File: src/rtl/keypad_pkg.sv
// Shared types and constants for the hex keypad scanner and its entry register.
package keypad_pkg;

    typedef enum logic [1:0] {IDLE, CAND, PRESSED, REL} kp_state_t;
    typedef enum logic [1:0] {NONE, ONE, MULTI} scan_res_t;

    localparam logic [3:0]  KEY_ENTER  = 4'hE;
    localparam logic [3:0]  KEY_CLEAR  = 4'hF;
    localparam int unsigned NUM_DIGITS = 4;

    function automatic logic [2:0] count_hits(input logic [3:0] hits);
        count_hits = 3'(hits[0]) + 3'(hits[1]) + 3'(hits[2]) + 3'(hits[3]);
    endfunction

endpackage

File: src/rtl/keypad_entry_reg.sv
// Digit entry register: shifts confirmed digits in, ENTER requests a load, CLEAR empties.
module keypad_entry_reg
    import keypad_pkg::*;
(
    input  logic        clk100Hz,
    input  logic        reset,
    input  logic        key_valid,
    input  logic [3:0]  key_code,
    output logic [15:0] digits,
    output logic [2:0]  entry_count,
    output logic        load_pulse
);

    always_ff @(posedge clk100Hz) begin
        if (reset) begin
            digits      <= '0;
            entry_count <= '0;
            load_pulse  <= 1'b0;
        end else begin
            load_pulse <= 1'b0;
            if (key_valid) begin
                if (key_code == KEY_CLEAR) begin
                    digits      <= '0;
                    entry_count <= '0;
                end else if (key_code == KEY_ENTER) begin
                    // ENTER only acts on a complete entry; otherwise it is ignored
                    if (entry_count == 3'(NUM_DIGITS))
                        load_pulse <= 1'b1;
                end else begin
                    digits <= {digits[11:0], key_code};
                    if (entry_count != 3'(NUM_DIGITS))
                        entry_count <= entry_count + 3'd1;
                end
            end
        end
    end

endmodule

File: src/rtl/hex_keypad_scanner.sv
// 4x4 active-low keypad scanner: row synchronizer, column scan, per-scan classifier,
// debounce FSM with registered strobe/held/code, and the digit entry register.
module hex_keypad_scanner
    import keypad_pkg::*;
#(
    parameter int unsigned DWELL    = 3,
    parameter int unsigned DEBOUNCE = 2
) (
    input  logic        clk100Hz,
    input  logic        reset,
    input  logic [3:0]  row_n,
    output logic [3:0]  col_n,
    output logic [3:0]  key_code,
    output logic        key_valid,
    output logic        key_held,
    output logic [15:0] digits,
    output logic [2:0]  entry_count,
    output logic        load_pulse
);

    localparam int unsigned DW_W  = $clog2(DWELL);
    localparam int unsigned CNT_W = $clog2(DEBOUNCE + 1);

    logic [3:0]       row_meta;
    logic [3:0]       row_sync;
    logic [1:0]       col_idx;
    logic [DW_W-1:0]  dwell;
    logic [1:0]       acc_hits;
    logic [3:0]       acc_code;

    kp_state_t        state;
    logic [3:0]       cand;
    logic [CNT_W-1:0] cnt;
    logic [CNT_W-1:0] cnt_next;

    logic             sample;
    logic             scan_done;
    logic [3:0]       cur_hit;
    logic [2:0]       cur_n;
    logic [1:0]       cur_row;
    logic [2:0]       tot_raw;
    logic [3:0]       scan_code;
    scan_res_t        scan_res;

    assign col_n = ~(4'b0001 << col_idx);

    always_comb begin
        sample    = (dwell == DW_W'(DWELL - 1));
        scan_done = sample && (col_idx == 2'd3);
        cur_hit   = ~row_sync;
        cur_n     = count_hits(cur_hit);
        cur_row   = 2'd0;
        for (int unsigned r = 4; r > 0; r--) begin
            if (cur_hit[r-1])
                cur_row = 2'(r - 1);
        end
        tot_raw   = {1'b0, acc_hits} + cur_n;
        // An earlier column's single hit keeps its code; it only matters if the total stays at one
        scan_code = (acc_hits != 2'd0) ? acc_code : {cur_row, col_idx};
        if (tot_raw == 3'd0)
            scan_res = NONE;
        else if (tot_raw == 3'd1)
            scan_res = ONE;
        else
            scan_res = MULTI;
        cnt_next  = cnt + CNT_W'(1);
    end

    always_ff @(posedge clk100Hz) begin
        if (reset) begin
            row_meta <= '1;
            row_sync <= '1;
            col_idx  <= '0;
            dwell    <= '0;
            acc_hits <= '0;
            acc_code <= '0;
        end else begin
            row_meta <= row_n;
            row_sync <= row_meta;
            if (sample) begin
                dwell   <= '0;
                col_idx <= col_idx + 2'd1;
                if (col_idx == 2'd3) begin
                    acc_hits <= '0;
                    acc_code <= '0;
                end else begin
                    acc_hits <= (tot_raw >= 3'd2) ? 2'd2 : tot_raw[1:0];
                    acc_code <= scan_code;
                end
            end else begin
                dwell <= dwell + DW_W'(1);
            end
        end
    end

    always_ff @(posedge clk100Hz) begin
        if (reset) begin
            state     <= IDLE;
            cand      <= '0;
            cnt       <= '0;
            key_code  <= '0;
            key_valid <= 1'b0;
            key_held  <= 1'b0;
        end else begin
            key_valid <= 1'b0;
            if (scan_done) begin
                case (state)
                    IDLE: begin
                        if (scan_res == ONE) begin
                            if (DEBOUNCE == 1) begin
                                state     <= PRESSED;
                                key_code  <= scan_code;
                                key_valid <= 1'b1;
                                key_held  <= 1'b1;
                            end else begin
                                state <= CAND;
                                cand  <= scan_code;
                                cnt   <= CNT_W'(1);
                            end
                        end
                    end
                    CAND: begin
                        if (scan_res == ONE && scan_code == cand) begin
                            cnt <= cnt_next;
                            if (cnt_next == CNT_W'(DEBOUNCE)) begin
                                state     <= PRESSED;
                                key_code  <= cand;
                                key_valid <= 1'b1;
                                key_held  <= 1'b1;
                            end
                        end else if (scan_res == ONE) begin
                            cand <= scan_code;
                            cnt  <= CNT_W'(1);
                        end else begin
                            state <= IDLE;
                        end
                    end
                    PRESSED: begin
                        if (scan_res == NONE) begin
                            if (DEBOUNCE == 1) begin
                                state    <= IDLE;
                                key_held <= 1'b0;
                            end else begin
                                state <= REL;
                                cnt   <= CNT_W'(1);
                            end
                        end
                    end
                    REL: begin
                        if (scan_res == NONE) begin
                            cnt <= cnt_next;
                            if (cnt_next == CNT_W'(DEBOUNCE)) begin
                                state    <= IDLE;
                                key_held <= 1'b0;
                            end
                        end else begin
                            state <= PRESSED;
                        end
                    end
                    default: state <= IDLE;
                endcase
            end
        end
    end

    keypad_entry_reg u_entry (
        .clk100Hz    (clk100Hz),
        .reset       (reset),
        .key_valid   (key_valid),
        .key_code    (key_code),
        .digits      (digits),
        .entry_count (entry_count),
        .load_pulse  (load_pulse)
    );

endmodule
File: config.mk
export PLATFORM = sky130hd
export DESIGN_NAME = hex_keypad_scanner
export DESIGN_NICKNAME = d
export VERILOG_FILES = /design/src/rtl/keypad_pkg.sv /design/src/rtl/keypad_entry_reg.sv /design/src/rtl/hex_keypad_scanner.sv
export SDC_FILE = /design/constraint.sdc
export NUM_CORES = 1
export LEC_CHECK = 0
export BUFFER_PORTS_ARGS = -buffer_cell sky130_fd_sc_hd__buf_4
export CORE_MARGIN = 10
export CORE_UTILIZATION = 59
export CTS_BUF_LIST = sky130_fd_sc_hd__clkbuf_8
export DETAILED_ROUTE_END_ITERATION = 6
export PLACE_DENSITY = 0.92
export SETUP_SLACK_MARGIN = 0.02
export SYNTH_ARGS = -nofsm -noshare
export SYNTH_HDL_FRONTEND = slang
export SYNTH_SLANG_ARGS = --single-unit
File: constraint.sdc
create_clock -name clk100Hz -period 3.84 [get_ports clk100Hz]
set_input_delay 0.192 -clock clk100Hz [delete_from_list [all_inputs] [get_ports clk100Hz]]
set_output_delay 0.192 -clock clk100Hz [all_outputs]
set_load 0.01 [all_outputs]
=== Word level (Yosys, flattened, before mapping) ===
Cells that the tools add are included.
Widths: inputs -> output; s select.

* Input port bits: 6
* Word-level logic and storage cells: 113
* Output and inout port bits: 30
* Bits in registers: 52

* $lt $le $gt $ge: 1
* Bitwise operators: 7
* Add/sub/neg operators: 8
* Equal/unequal tests: 24
* Multiplexer cells: 38
* Shift-type cells: 1
* Reductions and logical operators: 19

{| class="wikitable"
|+ Operators with widths
! operator !! count
|-
| $mux 2 || 19
|-
| $mux 16 || 2
|-
| $mux 4 || 4
|-
| $pmux 2 s4 || 2
|-
| $ne 2x2->1 const B || 7
|-
| $ne 3x3->1 const B || 4
|-
| $reduce_and 6->1 || 2
|-
| $eq 2x2->1 const B || 5
|-
| $mux 3 || 3
|-
| $reduce_and 3->1 || 3
|-
| $eq 4x4->1 const B || 2
|-
| $not 4->4 || 2
|-
| $pmux 4 s2 || 1
|-
| $reduce_bool 2->1 || 4
|-
| $reduce_or 4->1 || 2
|-
| $add 2x1->2 const B || 3
|-
| $mux 1 || 6
|-
| $not 1->1 || 5
|-
| $eq 2x1->1 const B || 2
|-
| $eq 4x4->1 || 1
|-
| $logic_not 2->1 || 2
|-
| $reduce_and 4->1 || 1
|-
| $shl 1x2->4 const A || 1
|-
| $add 2x1->3 || 1
|-
| 13 further kinds || 14
|}

=== Logic depth before layout (Yosys ltp) ===
* Word-level depth: 12
* Depth in mapped cells: 11
* Gate-level depth less buffers: 10

=== By module ===
A second synthesis with hierarchy kept.

* Cells, all modules: 286
* Area, all modules: 2598.7 µm²

{| class="wikitable"
|+ Modules (own cells, without submodules)
! module !! cells an instance !! instances !! area an instance (µm²) !! seq. area each (µm²)
|-
| hex_keypad_scanner || 186 || 1 || 1616.6 || 640.6
|-
| keypad_entry_reg || 100 || 1 || 982.2 || 400.4
|}

=== Worst setup path after synthesis ===
Ideal clock, no wire load.

* Path type: register to register
* Start point: register acc_hits[0]
* End point: register key_code[0]
* Clock period less this slack: 3.148 ns
* Required time: 3.768 ns
* Slack: 0.692 ns
* Buffers on the path: 1
* Stages on the path, launching flop included: 12
* Library setup time: 0.072 ns
* Data arrival time: 3.076 ns
* Cell sequence: dfxtp_1 inv_1 fa_1 inv_1 fa_1 fa_1 nor2_1 and2_1 nor3b_2 and4_4 buf_6 mux2i_1

* Word-level cells in the longest chain between the ends: 7
* Elaborated cells between the ends (all ways): 11

{| class="wikitable"
|+ Ends and longest elaborated chain
! element !! line !! RTL
|-
| start, declared || hex_keypad_scanner.sv:28 || <nowiki>logic [1:0] acc_hits;</nowiki>
|-
| start signal, assigned || hex_keypad_scanner.sv:87 || <nowiki>acc_hits <= (tot_raw >= 3'd2) ? 2'd2 : tot_raw[1:0];</nowiki>
|-
| $add 2x3->3 || hex_keypad_scanner.sv:57 || <nowiki>tot_raw = {1'b0, acc_hits} + cur_n;</nowiki>
|-
| $eq 3x1->1 || hex_keypad_scanner.sv:62 || <nowiki>else if (tot_raw == 3'd1)</nowiki>
|-
| $mux 2 || hex_keypad_scanner.sv:62 ||
|-
| $mux 2 || hex_keypad_scanner.sv:60 || <nowiki>if (tot_raw == 3'd0)</nowiki>
|-
| $eq 2x1->1 || hex_keypad_scanner.sv:123 || <nowiki>if (scan_res == ONE && scan_code == cand) begin</nowiki>
|-
| $logic_and 1x1->1 * || hex_keypad_scanner.sv:123 ||
|-
| $reduce_and 4->1 (no line) * || -- ||
|-
| end signal, assigned || hex_keypad_scanner.sv:112 || <nowiki>key_code <= scan_code;</nowiki>
|-
| end signal, assigned || hex_keypad_scanner.sv:127 || <nowiki>key_code <= cand;</nowiki>
|-
| end, declared || hex_keypad_scanner.sv:13 || <nowiki>output logic [3:0] key_code,</nowiki>
|}

Mark *: on every way between the ends. The rest lies on a longest branch, timed or not.
A chain may end at the register's enable or synchronous reset.

=== Worst setup path in the final report ===
* Start point: register acc_hits[0]
* End point: register key_code[3]

Same word-level chain as after synthesis.

==> results.md <==
- Status: finished, final reports clean
- CTS tree: done
- Seq cells post-synth: 52
- Ant. Diodes: 0
- HPWL after DPL: 3720 µm
- Per-cell routed wire length: 14.9 µm
- YS warnings: 0
- Critical Setup Path Class: reg2reg
- Worst IR Drop VDD: 0.000339 V
- Logic pwr share: 12.6%
- Power per Cell Area: 365 nW/µm²
- Reg power frac: 55.7%
- # resized after CTS: 0
- Post CTS Setup Buffer Count: 0
- Initial Util: 60.7%
- Hold Crit Class: in2reg
- Hold_sp: row_n[0]
- Vias in the first global route: 1966
- Top post-synthesis cells by area: dfxtp_1 43%, a22oi_1 5.9%, nor2_1 5.6%
- Hold Crit Depth: 2
- Worst Setup SP: acc_hits[0]
- Clk sinks: 52
- CP Data Required Time: 4080 ps
- Switching Fraction: 27.0%
- Internal: 0.740 mW
- Total gr overflow: 0
- Htree depth: 2
- Maximum fanout along the worst path: 10
- CP startpoint kind: flip-flop
- Final max-slew violation count: 0
- # IOs: 36
- Die height: 83.9 µm
- Drt first-iter violations: 196
- Yosys top cell area share: 43.2%
- Clk Tree Root Cell: clkbuf_8
- Routed Wire Length: 5170 µm
- Clock power frac: 31.7%
- Post-synth EDFFs: 0
- Total CTS buffers: 5
- Area Overhead vs Synth: 15.1%
- Share of cells above drive strength 1: 20.9%
- Syn_area_per_cell: 9.10 µm²
- Setup TNS: 0 ps
- Asr flop ratio synth: 0%
- CTS max path bufs: 2
- Final min period: 3470 ps
- WP data arrival: 3710 ps
- Worst r2r src: acc_hits[0]
- Hold slack: 56.0 ps
- Syn Nets: 282
- Die width: 83.9 µm
- Unrepaired setup endpoints after global routing: no
- Routed Antenna Nets: 0
- Slew headroom: 62.4%
- Cell variety after synth: 52
- Rows: 23
- GRT Overall Usage: 14.9%
- Psw: 0.273 mW
- Vias: 1987
- Final Setup Violations: 0
- Die area: 7040 µm²
- Post-synth top flop: dfxtp_1
- CORE AREA: 3970 µm²
- Hold Fails Final Rpt: 0
- DRC violations left: 0
- Antenna violations before repair: 0
- IO Port Bufs: 35
- Worst skew pair latency: 310 ps
- GPL Wtd Cong: 0.851
- Worst-margin pin slew: 562 ps
- Worst reg2reg path depth: 10
- Cell Area, Synth: 2410 µm²
- Crit end category: flip-flop
- Sequential element share of the synthesized area: 43.2%
- Cell taking the most area after synthesis: dfxtp_1
- First-pass GRT wire length: 9010 µm
- Hold-fix buffers, CTS: 0
- Max_cap viols: 0
- Final critical-path share of the clock period: 90.3%
- Mapped Cells: 265
- Max Clock Freq: 289 MHz
- Skew final: 10.2 ps
- Final net count: 312
- Largest net degree at the start of global routing: 58
- Vias per std cell: 5.74
- Pre-Repair DR Iteration Count: 5
- Lkg Pwr: 1.11 nW
- Reg clk slew, reported paths: 100 ps
==> per-layer routing <==
layer  vias up  track usage [%]  wire length, µm
met1       947             17.0             2240
met3        11             4.30              291
li1        976                -                -
met4         0             6.09              128
met5         -                0                0
met2        53             25.4             2510
==> cell usage in the layout (no fill, tap or decap), drive strengths merged, types with 4 or more instances in the layout <==
| cell type | instances |
|---|---|
| o21ai | 9 |
| nor3 | 5 |
| nand2b | 13 |
| dfxtp | 52 |
| a21oi | 11 |
| clkbuf | 5 |
| mux2i | 7 |
| or2 | 9 |
| inv | 22 |
| buf | 36 |
| nor2 | 36 |
| a211oi | 4 |
| ha | 8 |
| a22oi | 19 |
| nand2 | 11 |
==> kinds of logic (layout without fill, tap and decap cells) <==
| logic type | Yosys count | in the layout | synth area share (%) |
|---|---|---|---|
| flip-flops | 52 | 52 | 43.2 |
| AND/OR/NAND/NOR | 93 | 93 | 20.1 |
| AO/OA/AOI/OAI | 64 | 64 | 19.8 |
| adder cells (fa/ha/maj) | 11 | 11 | 6.64 |
| buffers and inverters | 34 | 65 | 5.92 |
| multiplexers | 7 | 7 | 2.91 |
| XOR/XNOR | 4 | 4 | 1.45 |
==> synth_stat cells (all sizes together) (2+ instances only) <==
master / instances
a211oi: 4
a21oi: 11
a221oi: 2
a22oi: 19
a311oi: 2
a31oi: 3
and2: 3
and3: 2
buf: 2
clkbuf: 11
dfxtp: 52
fa: 3
ha: 8
inv: 21
mux2i: 7
nand2: 11
nand2b: 13
nand3: 3
nand3b: 2
nand4: 2
nor2: 36
nor3: 5
nor3b: 2
nor4: 2
o21ai: 9
o22ai: 2
or2: 9
xnor2: 2
xor2: 2
==> power groups by stage <==
stage | clock network, mW | registers, mW | logic (mW)
after global placement | 0 | 0.577 | 0.124
after detailed placement | 0 | 0.577 | 0.126
after CTS | 0.329 | 0.565 | 0.127
after global routing | 0.344 | 0.567 | 0.144
after floorplan | 0 | 0.574 | 0.0992
final | 0.322 | 0.565 | 0.127
==> registers in the layout, summed over array words and instances (netlist names), 3 cells and up <==
| name | cells |
|---|---|
| u_entry.digits | 16 |
| acc_code | 4 |
| cand | 4 |
| key_code | 4 |
| row_meta | 4 |
| row_sync | 4 |
| u_entry.entry_count | 3 |
==> worst max-delay path, stage by stage, from the launching register on <==
cell and delay [ps]:
dfxtp_1 390, inv_1 70, fa_1 500, inv_1 50, fa_1 390, fa_1 490, nor2_1 220, and2_1 230
nor3b_2 510, and4_4 350, mux2i_1 200
==> path summary, 6_finish.rpt <==
check,endpoint,slack [ps]
hold reg to reg,row_sync[2],420
setup / recovery,key_code[3],370
setup reg to reg,key_code[3],370
hold / removal,row_meta[0],60
==> area by class of cell <==
type	instances	area, µm²
inverter	21	78.8
clock inverter	3	26.3
tap	50	62.6
multi-input combinational	179	1230
clock buffer	5	68.8
fill	307	1200
sequential	52	1040
timing repair buffer	36	270
==> metrics by stage <==
step	power, mW	area (µm²)	cells	utilization, %	setup slack (ps)
3_3_place_gp	0.701	2680	338	67.5	562
6_report	1.01	2780	346	69.9	374
4_1_cts	1.02	2780	346	69.9	390
5_1_grt	1.06	2780	346	69.9	125
3_5_place_dp	0.703	2680	338	67.5	429
2_1_floorplan	0.673	2410	265	-	692
Power figures use the tool's default switching activity.
